File: src/rtl/fetch_stage_pkg.sv
// Shared fetch-stage definitions: FSM encodings, NOP word, IF/ID write-control encodings.
// Latency: n/a (types and constants only).
// Backpressure: n/a.
package fetch_stage_pkg;

    typedef enum logic [1:0] {
        ST_REQ  = 2'd0,  // request outstanding at imem_addr_o == pc
        ST_HAVE = 2'd1,  // instruction parked in the 1-entry buffer, waiting for the hazard to clear
        ST_DROP = 2'd2   // redirected while a request was in flight; response will be thrown away
    } fetch_state_e;

    localparam logic [31:0] NOP             = 32'h0000_0000;
    // Same encodings the hazard unit drives; only bit1 carries meaning.
    localparam logic [1:0]  IF_ID_WR_UPDATE = 2'b10;
    localparam logic [1:0]  IF_ID_WR_HOLD   = 2'b00;

    // Branch targets arrive byte-addressed; fetch is always word aligned.
    function automatic logic [31:0] word_align(input logic [31:0] addr);
        return addr & 32'hFFFF_FFFC;
    endfunction

endpackage

File: src/rtl/fetch_stage_if_id_reg.sv
// IF/ID pipeline register: {pc+4, instr, valid} with hold enable and flush-to-bubble.
// Latency: 1 cycle from load/bubble request to outputs.
// Backpressure: load_i=0 and bubble_i=0 holds every field; bubble_i wins over load_i.
module fetch_stage_if_id_reg
    import fetch_stage_pkg::*;
(
    input  logic        clk_i,
    input  logic        rst_i,
    input  logic        load_i,
    input  logic        bubble_i,
    input  logic [31:0] pc4_i,
    input  logic [31:0] instr_i,
    output logic [31:0] pc4_o,
    output logic [31:0] instr_o,
    output logic        valid_o
);

    logic [31:0] pc4_q;
    logic [31:0] instr_q;
    logic        valid_q;

    // Bubble inserts a NOP marked invalid; load captures a real instruction; otherwise hold.
    always_ff @(posedge clk_i or negedge rst_i) begin
        if (!rst_i) begin
            pc4_q   <= 32'h0;
            instr_q <= NOP;
            valid_q <= 1'b0;
        end else if (bubble_i) begin
            pc4_q   <= pc4_i;
            instr_q <= NOP;
            valid_q <= 1'b0;
        end else if (load_i) begin
            pc4_q   <= pc4_i;
            instr_q <= instr_i;
            valid_q <= 1'b1;
        end
    end

    assign pc4_o   = pc4_q;
    assign instr_o = instr_q;
    assign valid_o = valid_q;

endmodule

File: src/rtl/fetch_stage.sv
// Instruction fetch: owns PC, single-outstanding req/ack to imem, feeds IF/ID register.
// Latency: ack in cycle N -> instruction visible on IF/ID after edge N (1 IPC with zero-wait imem).
// Backpressure: hazard stall parks the fetched word in a 1-entry buffer and drops imem_req_o.
module fetch_stage
    import fetch_stage_pkg::*;
#(
    parameter logic [31:0] RESET_PC = 32'h0000_0000,
    parameter int          CNT_W    = 16
) (
    input  logic             clk_i,
    input  logic             rst_i,
    input  logic             pc_write_i,
    input  logic [1:0]       if_id_write_i,
    input  logic             flush_i,
    input  logic             redirect_i,
    input  logic [31:0]      redirect_pc_i,
    output logic             imem_req_o,
    output logic [31:0]      imem_addr_o,
    input  logic             imem_ack_i,
    input  logic [31:0]      imem_rdata_i,
    output logic [31:0]      pc_o,
    output logic [31:0]      if_id_pc4_o,
    output logic [31:0]      if_id_instr_o,
    output logic             if_id_valid_o,
    output logic [CNT_W-1:0] bubble_cnt_o
);

    fetch_state_e     state_q;
    logic [31:0]      pc_q;
    logic [31:0]      addr_q;
    logic             req_q;
    logic [31:0]      buf_q;
    logic [CNT_W-1:0] cnt_q;

    logic        ifid_wr_en;
    logic        ack_hit;
    logic        avail;
    logic        adv;
    logic        adv_eff;
    logic        ifid_load;
    logic        ifid_bubble;
    logic [31:0] pc4;
    logic [31:0] cur_instr;

    // Handshake qualifiers and IF/ID control. A flush alone does not advance the PC, so an
    // arriving word is parked rather than lost.
    always_comb begin
        ifid_wr_en  = |(if_id_write_i & IF_ID_WR_UPDATE);
        ack_hit     = req_q & imem_ack_i;
        avail       = ((state_q == ST_REQ) & ack_hit) | (state_q == ST_HAVE);
        adv         = ifid_wr_en & pc_write_i;
        adv_eff     = adv & ~flush_i;
        pc4         = pc_q + 32'd4;
        cur_instr   = (state_q == ST_HAVE) ? buf_q : imem_rdata_i;
        ifid_load   = ~flush_i & ~redirect_i & avail & adv;
        ifid_bubble = flush_i | (~redirect_i & ~avail & ifid_wr_en);
    end

    // Fetch FSM with registered request/address, PC, fetch buffer and saturating bubble counter.
    always_ff @(posedge clk_i or negedge rst_i) begin
        if (!rst_i) begin
            state_q <= ST_REQ;
            pc_q    <= RESET_PC;
            addr_q  <= RESET_PC;
            req_q   <= 1'b0;
            buf_q   <= NOP;
            cnt_q   <= '0;
        end else begin
            if (ifid_bubble && !(&cnt_q)) begin
                cnt_q <= cnt_q + CNT_W'(1);
            end
            if (redirect_i) begin
                pc_q  <= word_align(redirect_pc_i);
                req_q <= 1'b1;
                if (state_q != ST_HAVE && req_q && !imem_ack_i) begin
                    // In-flight request must keep its address until acked.
                    state_q <= ST_DROP;
                end else begin
                    state_q <= ST_REQ;
                    addr_q  <= word_align(redirect_pc_i);
                end
            end else begin
                case (state_q)
                    ST_REQ: begin
                        if (!req_q) begin
                            req_q <= 1'b1;
                        end else if (imem_ack_i) begin
                            if (adv_eff) begin
                                pc_q   <= pc4;
                                addr_q <= pc4;
                            end else begin
                                buf_q   <= imem_rdata_i;
                                state_q <= ST_HAVE;
                                req_q   <= 1'b0;
                            end
                        end
                    end
                    ST_HAVE: begin
                        if (adv_eff) begin
                            pc_q    <= pc4;
                            addr_q  <= pc4;
                            state_q <= ST_REQ;
                            req_q   <= 1'b1;
                        end
                    end
                    ST_DROP: begin
                        if (imem_ack_i) begin
                            state_q <= ST_REQ;
                            addr_q  <= pc_q;
                        end
                    end
                    default: begin
                        state_q <= ST_REQ;
                        req_q   <= 1'b1;
                        addr_q  <= pc_q;
                    end
                endcase
            end
        end
    end

    fetch_stage_if_id_reg u_if_id (
        .clk_i    (clk_i),
        .rst_i    (rst_i),
        .load_i   (ifid_load),
        .bubble_i (ifid_bubble),
        .pc4_i    (pc4),
        .instr_i  (cur_instr),
        .pc4_o    (if_id_pc4_o),
        .instr_o  (if_id_instr_o),
        .valid_o  (if_id_valid_o)
    );

    assign imem_req_o   = req_q;
    assign imem_addr_o  = addr_q;
    assign pc_o         = pc_q;
    assign bubble_cnt_o = cnt_q;

endmodule

File: config.mk
export PLATFORM = sky130hd
export DESIGN_NAME = fetch_stage
export DESIGN_NICKNAME = d
export VERILOG_FILES = /design/src/rtl/fetch_stage_pkg.sv /design/src/rtl/fetch_stage_if_id_reg.sv /design/src/rtl/fetch_stage.sv
export SDC_FILE = /design/constraint.sdc
export NUM_CORES = 1
export LEC_CHECK = 0
export ABC_AREA = 1
export CAP_MARGIN = 20
export CELL_PAD_IN_SITES_DETAIL_PLACEMENT = 1
export CELL_PAD_IN_SITES_GLOBAL_PLACEMENT = 2
export CORE_AREA = 2 2 193 195
export CTS_BUF_LIST = sky130_fd_sc_hd__clkbuf_8 sky130_fd_sc_hd__clkbuf_16
export DETAILED_ROUTE_END_ITERATION = 8
export DIE_AREA = 0 0 195 197
export GPL_ROUTABILITY_DRIVEN = 1
export GPL_TIMING_DRIVEN = 0
export PLACE_DENSITY = 0.76
export SLEW_MARGIN = 20
export SYNTH_ARGS = -nofsm -noshare
export SYNTH_HDL_FRONTEND = slang
export SYNTH_SLANG_ARGS = --single-unit
File: constraint.sdc
create_clock -name clk_i -period 1.5 [get_ports clk_i]
set_input_delay 0.225 -clock clk_i [delete_from_list [all_inputs] [get_ports clk_i]]
set_output_delay 0.225 -clock clk_i [all_outputs]
set_load 0.05 [all_outputs]
==> results of run 1 <==
cells by family after synthesis:
| logic type | after synthesis |
|---|---|
| and+or+nand+nor | 613 |
| AOI/OAI and AO/OA | 199 |
| DFF | 175 |
| buffers and inverters | 155 |
| xor gates and xnor gates | 29 |
| adders and majority gates | 2 |
| other | 1 |
power by group through the flow:
stage / clock network (uW) / logic, uW / registers, uW
after floorplan: 0 / 2440 / 9470
after global placement: 0 / 8150 / 6910
after detailed placement: 0 / 8250 / 6910
after CTS: 5020 / 9130 / 6720
after global routing: 5190 / 11100 / 6980
final: 4890 / 10400 / 6820
worst paths after layout:
kind / cells after the start / slack (ps) / end
worst max-delay path: 10 / -260 / pc_o[15]
worst min-delay path: 2 / 150 / imem_addr_o[1]
worst max register to register: 10 / -260 / pc_o[15]
worst min register to register: 2 / 480 / imem_addr_o[24]
max in group asynchronous: 4 / 200 / bubble_cnt_o[12]
min in group clk_i: 4 / 200 / state_q[1]
cell usage after synthesis (all sizes together):
library cell    n
a21boi         10
nor2          106
o221ai          2
a2bb2oi        11
buf            37
nand3b          1
o22ai           1
nand4           5
nor3            6
clkbuf         21
a22oi           6
conb            1
nand3          48
o21ai         114
a31oi          11
xor2           21
xnor2           8
nand2         446
a21oi          44
ha              2
inv            97
dfrtp         175
and2            1
metrics by stage:
step                      power [uW]    util  setup TNS, ps  hold slack (ps)  setup slack [ps]
final                          22120  0.4285         -23100            149.1            -262.8
after global routing           23270  0.4285         -39510            138.2            -362.0
after detailed placement       15160  0.3272         -94710            12.65            -912.9
after global placement         15060  0.3255       -1523790            455.9             -8784
after floorplan                11910       -          -6195           -70.59            -191.2
after CTS                      20870  0.3812         -14280            114.5            -177.0
state kept, by name, indices dropped and copies added (netlist names):
name,flops
u_if_id.valid_o,1
state_q,2
bubble_cnt_o,16
imem_addr_o,31
buf_q,32
imem_req_o,1
pc_o,30
u_if_id.instr_o,32
u_if_id.pc4_o,30
layer usage:
layer | track usage | vias up | share of wire
li1 | - | 4438 | -
met1 | 0.2475 | 4695 | 0.42
met4 | 0.06277 | 6 | 0.020
met2 | 0.3411 | 216 | 0.50
met5 | 0 | - | 0.00091
met3 | 0.04997 | 53 | 0.059
cell usage in the layout, fill, tap and decap left out, types with 25 or more instances in the layout:
cell             Yosys  routed
o21ai_0            102      56
clkdlybuf4s50_1      0      66
inv_1               89      86
o21ai_2              0      30
nand3_1             47      27
nor2_1              97      60
nor2_4               4      25
nand2_4              2      50
a21oi_1             44      26
clkdlybuf4s15_2      0      55
buf_2               24      51
nand2_1            441     282
dfrtp_1            175     131
buf_4                8      73
dfrtp_2              0      44
nand2_2              3     112
clkbuf_2             0      30
buf_6                4      35
clkbuf_16            0      33
o21ai_1             12      26
area by class of cell:
class	count	area [um2]	area share
well taps	468	585.6	0.03769
diodes	1	2.502	0.0001611
repair buffers	335	3460	0.2227
inverters	97	422.9	0.02722
flip-flops and latches	175	4434	0.2854
clock inverters	14	182.7	0.01176
plain buffers	54	599.3	0.03858
clock buffers	18	439.2	0.02827
multi-input cells	847	5410	0.3482
critical path, delay by kind of cell (launching register included):
kind | cells | cell delay, ps
AOI/OAI and AO/OA | 1 | 150
buffers and inverters | 4 | 420
xor gates and xnor gates | 1 | 220
DFF | 1 | 410
and+or+nand+nor | 4 | 490
timing repair:
item / CTS / global route
gates cloned: 7 / 17
setup endpoints to repair: 312 / 230
setup buffers: 68 / 33
endpoints found under the hold margin: 89 / 0
hold buffers: 1 / 0
resized for setup: 677 / 507
pin swaps: 27 / 50
==> results.sh, run 1 <==
export IMPL_status="finished, violations left"
export IMPL_failed_checks="setup timing"
export IMPL_internal_power_uw=12240
export IMPL_cts_tree="done"
export IMPL_vias=9408
export IMPL_fin_nets=1601
export IMPL_slowest_delay_ps=410
export IMPL_clk_path_buf_depth=2
export IMPL_switching_power_uw=9880
export IMPL_overflow=0
export IMPL_ys_types=37
export IMPL_min_period_over_period=1.175
export IMPL_fin_cells=2009
export IMPL_antenna_found_initial=4
export IMPL_avgSynthCellArea_um2=7.619
export IMPL_synthAdderAreaFrac=0.002798
export IMPL_place_hpwl_mm=25.84
export IMPL_end_kind="flop"
export IMPL_grt_total_usage=0.1996
export IMPL_totalWireLength_mm=40.60
export IMPL_synth_top_area_cell="dfrtp_1"
export IMPL_io_buffer_count=209
export IMPL_critPathSlowestCell="dfrtp_2"
export IMPL_dr_first_iter_drc_count=391
export IMPL_wire_per_inst_um=20.21
export IMPL_synth_compound_area_share=0.1230
export IMPL_fin_ws_ps=-262.8
export IMPL_vias_per_cell=4.683
export IMPL_crit_type="reg2reg"
export IMPL_chipHeight_um=197
export IMPL_pwr_share_seq=0.308
export IMPL_place_area_um2=11860
export IMPL_ant_nets=0
export IMPL_fillers=4179
export IMPL_synth_top_cell_area_share=0.4896
export IMPL_drt_first_pass_iters=4
export IMPL_r2r_start="pc_o[3]"
export IMPL_syn_to_final_growth_pct=73.69
export IMPL_peakVddDrop_mv=0.9011
export IMPL_drive_above_1_share=0.4643
export IMPL_yosys_area_share_simple=0.2802
export IMPL_synth_area_leaders="dfrtp_1 49%, nand2_1 19%, o21ai_0 5.7%"
export IMPL_critPathArrivalTime_ps=2150
export IMPL_cts_sinks=175
export IMPL_cts_root_buf="clkbuf_16"
export IMPL_dp_cells=1856
export IMPL_setup_violations=172
export IMPL_ys_warn_count=0
export IMPL_worstSkewPairLatency_ps=460
export IMPL_maxCapViolations=0
export IMPL_rows=70
export IMPL_crit_path_start_kind="flop"
export IMPL_required_ps=1890
export IMPL_start_util=0.2467
export IMPL_cts_made_buffers=17
export IMPL_combPwrFrac=0.471
export IMPL_fin_skew_ps=17.95
export IMPL_worst_slew_pin_slew_ps=962.2
export IMPL_grt_pass1_vias=9778
export IMPL_gp_congestion=0.8169
export IMPL_path_clk_slew_ps=80
export IMPL_core_area_um2=36260
export IMPL_fp_dieW_um=195
export IMPL_ys_seq_elements=175
export IMPL_max_freq_ghz=0.5673
export IMPL_leakagePower_uw=0.007309
export IMPL_fin_crit_ps=1763
export IMPL_clkPwrFrac=0.221
export IMPL_final_max_slew_viol_count=0
export IMPL_crit_start="pc_o[3]"
export IMPL_synth_xor_area_frac=0.02840
export IMPL_powerDensity_nw_per_um2=1424
export IMPL_swShare=0.4467
export IMPL_grt_max_degree=87
export IMPL_crit_fanout=4
export IMPL_finalHoldViolCount=0
export IMPL_synth_cells=1174
export IMPL_drc_errors=0
export IMPL_syn_area_um2=8945
export IMPL_maxSlewHeadroom=0.3585
export IMPL_io_pins=218
export IMPL_grt_setup_unrepaired="true"
export IMPL_cp_cell_sequence="buf_4 > buf_6 > inv_4 > nor2_4 > nand2_4 > buf_4 > nor2_4 > xor2_4 > nand2_1 > a21oi_1"
export IMPL_dieArea_um2=38420
export IMPL_synth_top_family_by_area="simple AND/OR/NAND/NOR gates"
export IMPL_grt_pass1_wl_mm=58.14
export IMPL_seq_area_frac_synth=0.4896
export IMPL_min_path_type="in2async"
export IMPL_synthMuxAreaShare=0
export IMPL_h_tree_depth=4
export IMPL_final_area_um2=15540
No activity file was read; power rests on OpenSTA's default activity.
==> run 2, diff against run 1 <==
CELL_PAD_IN_SITES_GLOBAL_PLACEMENT = 1   (was 2)
CORE_AREA = 2 2 171 173   (was 2 2 193 195)
DIE_AREA = 0 0 173 175   (was 0 0 195 197)
==> run 2 against run 1 <==
Effect of this change:
- the flow still finishes with violations (setup timing)
- routed wire length rose by 12%
- global-route usage rose by 6.1 points
- sequential power rose by 2%
- highest routed layer is now met4
==> results.sh, run 2 (synthesis results as in run 1) <==
export IMPL_h_tree_depth=4
export IMPL_grt_total_usage=0.2610
export IMPL_fp_dieW_um=173
export IMPL_powerDensity_nw_per_um2=1433
export IMPL_drt_first_pass_iters=5
export IMPL_vias=10250
export IMPL_fin_crit_ps=1844
export IMPL_grt_setup_unrepaired="true"
export IMPL_crit_type="reg2reg"
export IMPL_worst_slew_pin_slew_ps=918.1
export IMPL_max_freq_ghz=0.5422
export IMPL_totalWireLength_mm=45.37
export IMPL_fin_skew_ps=25.28
export IMPL_combPwrFrac=0.482
export IMPL_peakVddDrop_mv=0.9376
export IMPL_required_ps=1860
export IMPL_rows=62
export IMPL_switching_power_uw=10600
export IMPL_overflow=0
export IMPL_syn_to_final_growth_pct=75.24
export IMPL_start_util=0.3150
export IMPL_clk_path_buf_depth=2
export IMPL_layout_commonest_cell="nand2_1"
export IMPL_path_clk_slew_ps=80
export IMPL_wire_per_inst_um=23.56
export IMPL_crit_fanout=5
export IMPL_setup_violations=174
export IMPL_cts_root_buf="clkbuf_16"
export IMPL_min_path_type="in2reg"
export IMPL_clkPwrFrac=0.208
export IMPL_drive_above_1_share=0.4494
export IMPL_dieArea_um2=30280
export IMPL_finalHoldViolCount=0
export IMPL_antenna_found_initial=2
export IMPL_ant_nets=0
export IMPL_cts_made_buffers=17
export IMPL_fin_ws_ps=-344.3
export IMPL_place_hpwl_mm=23.99
export IMPL_critPathArrivalTime_ps=2200
export IMPL_core_area_um2=28390
export IMPL_dr_first_iter_drc_count=840
export IMPL_cts_tree="done"
export IMPL_cts_sinks=175
export IMPL_internal_power_uw=11860
export IMPL_io_buffer_count=209
export IMPL_final_max_slew_viol_count=0
export IMPL_place_area_um2=11730
export IMPL_grt_pass1_wl_mm=61.18
export IMPL_chipHeight_um=175
export IMPL_grt_pass1_vias=10520
export IMPL_end_kind="flop"
export IMPL_gp_congestion=0.8503
export IMPL_worstSkewPairLatency_ps=450
export IMPL_swShare=0.4719
export IMPL_vias_per_cell=5.320
export IMPL_fin_nets=1601
export IMPL_grt_max_degree=93
export IMPL_final_cell_mix="316 x nand2_1, 131 x dfrtp_1, 95 x clkdlybuf4s15_2, 84 x inv_1, 79 x nand2_2"
export IMPL_maxSlewHeadroom=0.3879
export IMPL_maxCapViolations=0
export IMPL_pwr_share_seq=0.310
export IMPL_crit_path_start_kind="flop"
export IMPL_drc_errors=0
export IMPL_status="finished, violations left"
export IMPL_failed_checks="setup timing"
export IMPL_leakagePower_uw=0.007322
export IMPL_final_util=0.5521
export IMPL_io_pins=218
export IMPL_min_period_over_period=1.230
export IMPL_final_area_um2=15680
==> run 2: power by group through the flow <==
stage          clock, uW  combinational (uW)  sequential, uW
4_1_cts             4650                9360            6780
3_3_place_gp           0                8010            6880
3_5_place_dp           0                8170            6900
6_report            4670               10800            6960
2_1_floorplan          0                2440            9470
5_1_grt             4930               11300            7080
==> run 2: worst max-delay path: stages (launching register included) <==
cell     delay, ps
dfrtp_2        450
ha_4           170
nand2_4         50
nor2_4         130
buf_4          140
nand2_4         60
nor2_4         140
buf_12         120
xor2_4         220
nand2_2         80
a21oi_2        190
==> run 2: path summary, 6_finish.rpt <==
| check | start | to | slack (ps) | depth (start not counted) |
|---|---|---|---|---|
| setup / recovery | pc_o[2] | pc_o[16] | -340 | 10 |
| hold / removal | redirect_i | state_q[1] | 270 | 4 |
| setup reg to reg | pc_o[2] | pc_o[16] | -340 | 10 |
| hold reg to reg | u_if_id.instr_o[9] | u_if_id.instr_o[9] | 490 | 2 |
| max in group asynchronous | rst_i | pc_o[27] | 310 | 3 |
| min in group asynchronous | rst_i | u_if_id.instr_o[17] | 290 | 2 |
==> run 2: area by class of cell <==
class	count	area, um2
Tap cell	384	480.5
Clock buffer	17	425.4
Clock inverter	15	165.2
Buffer	58	671.9
Antenna cell	2	5.005
Inverter	97	420.4
Fill cell	3234	12720
Timing Repair Buffer	331	3671
Multi-Input combinational cell	847	5401
Sequential cell	175	4434
==> run 2: what timing repair did <==
item,CTS,global route
buffers inserted,65,32
endpoints found under the setup margin,312,209
hold buffers,1,0
gates resized for setup,722,367
pin swaps,40,53
endpoints found under the hold margin,83,0
gates cloned,11,14
==> run 2: stage by stage <==
stage               std cells  setup slack [ps]  hold slack, ps  setup TNS, ps  total power (uW)
finish                   1926            -344.3           269.7         -30550             22460
detailed placement       1771            -811.9           275.3         -86030             15070
global placement         1770             -8282           455.7       -1431570             14880
floorplan                1177            -191.2          -70.59          -6195             11910
global route             1926            -374.3           286.6         -40060             23320
CTS                      1880            -191.0           200.4          -9941             20800
==> run 2: metal layers <==
metal	up-vias	GRT usage	routed length, um
met5	-	0	0
met4	0	0.1243	2862
li1	4432	-	-
met1	5091	0.3079	17130
met2	526	0.4527	22120
met3	197	0.05635	3263
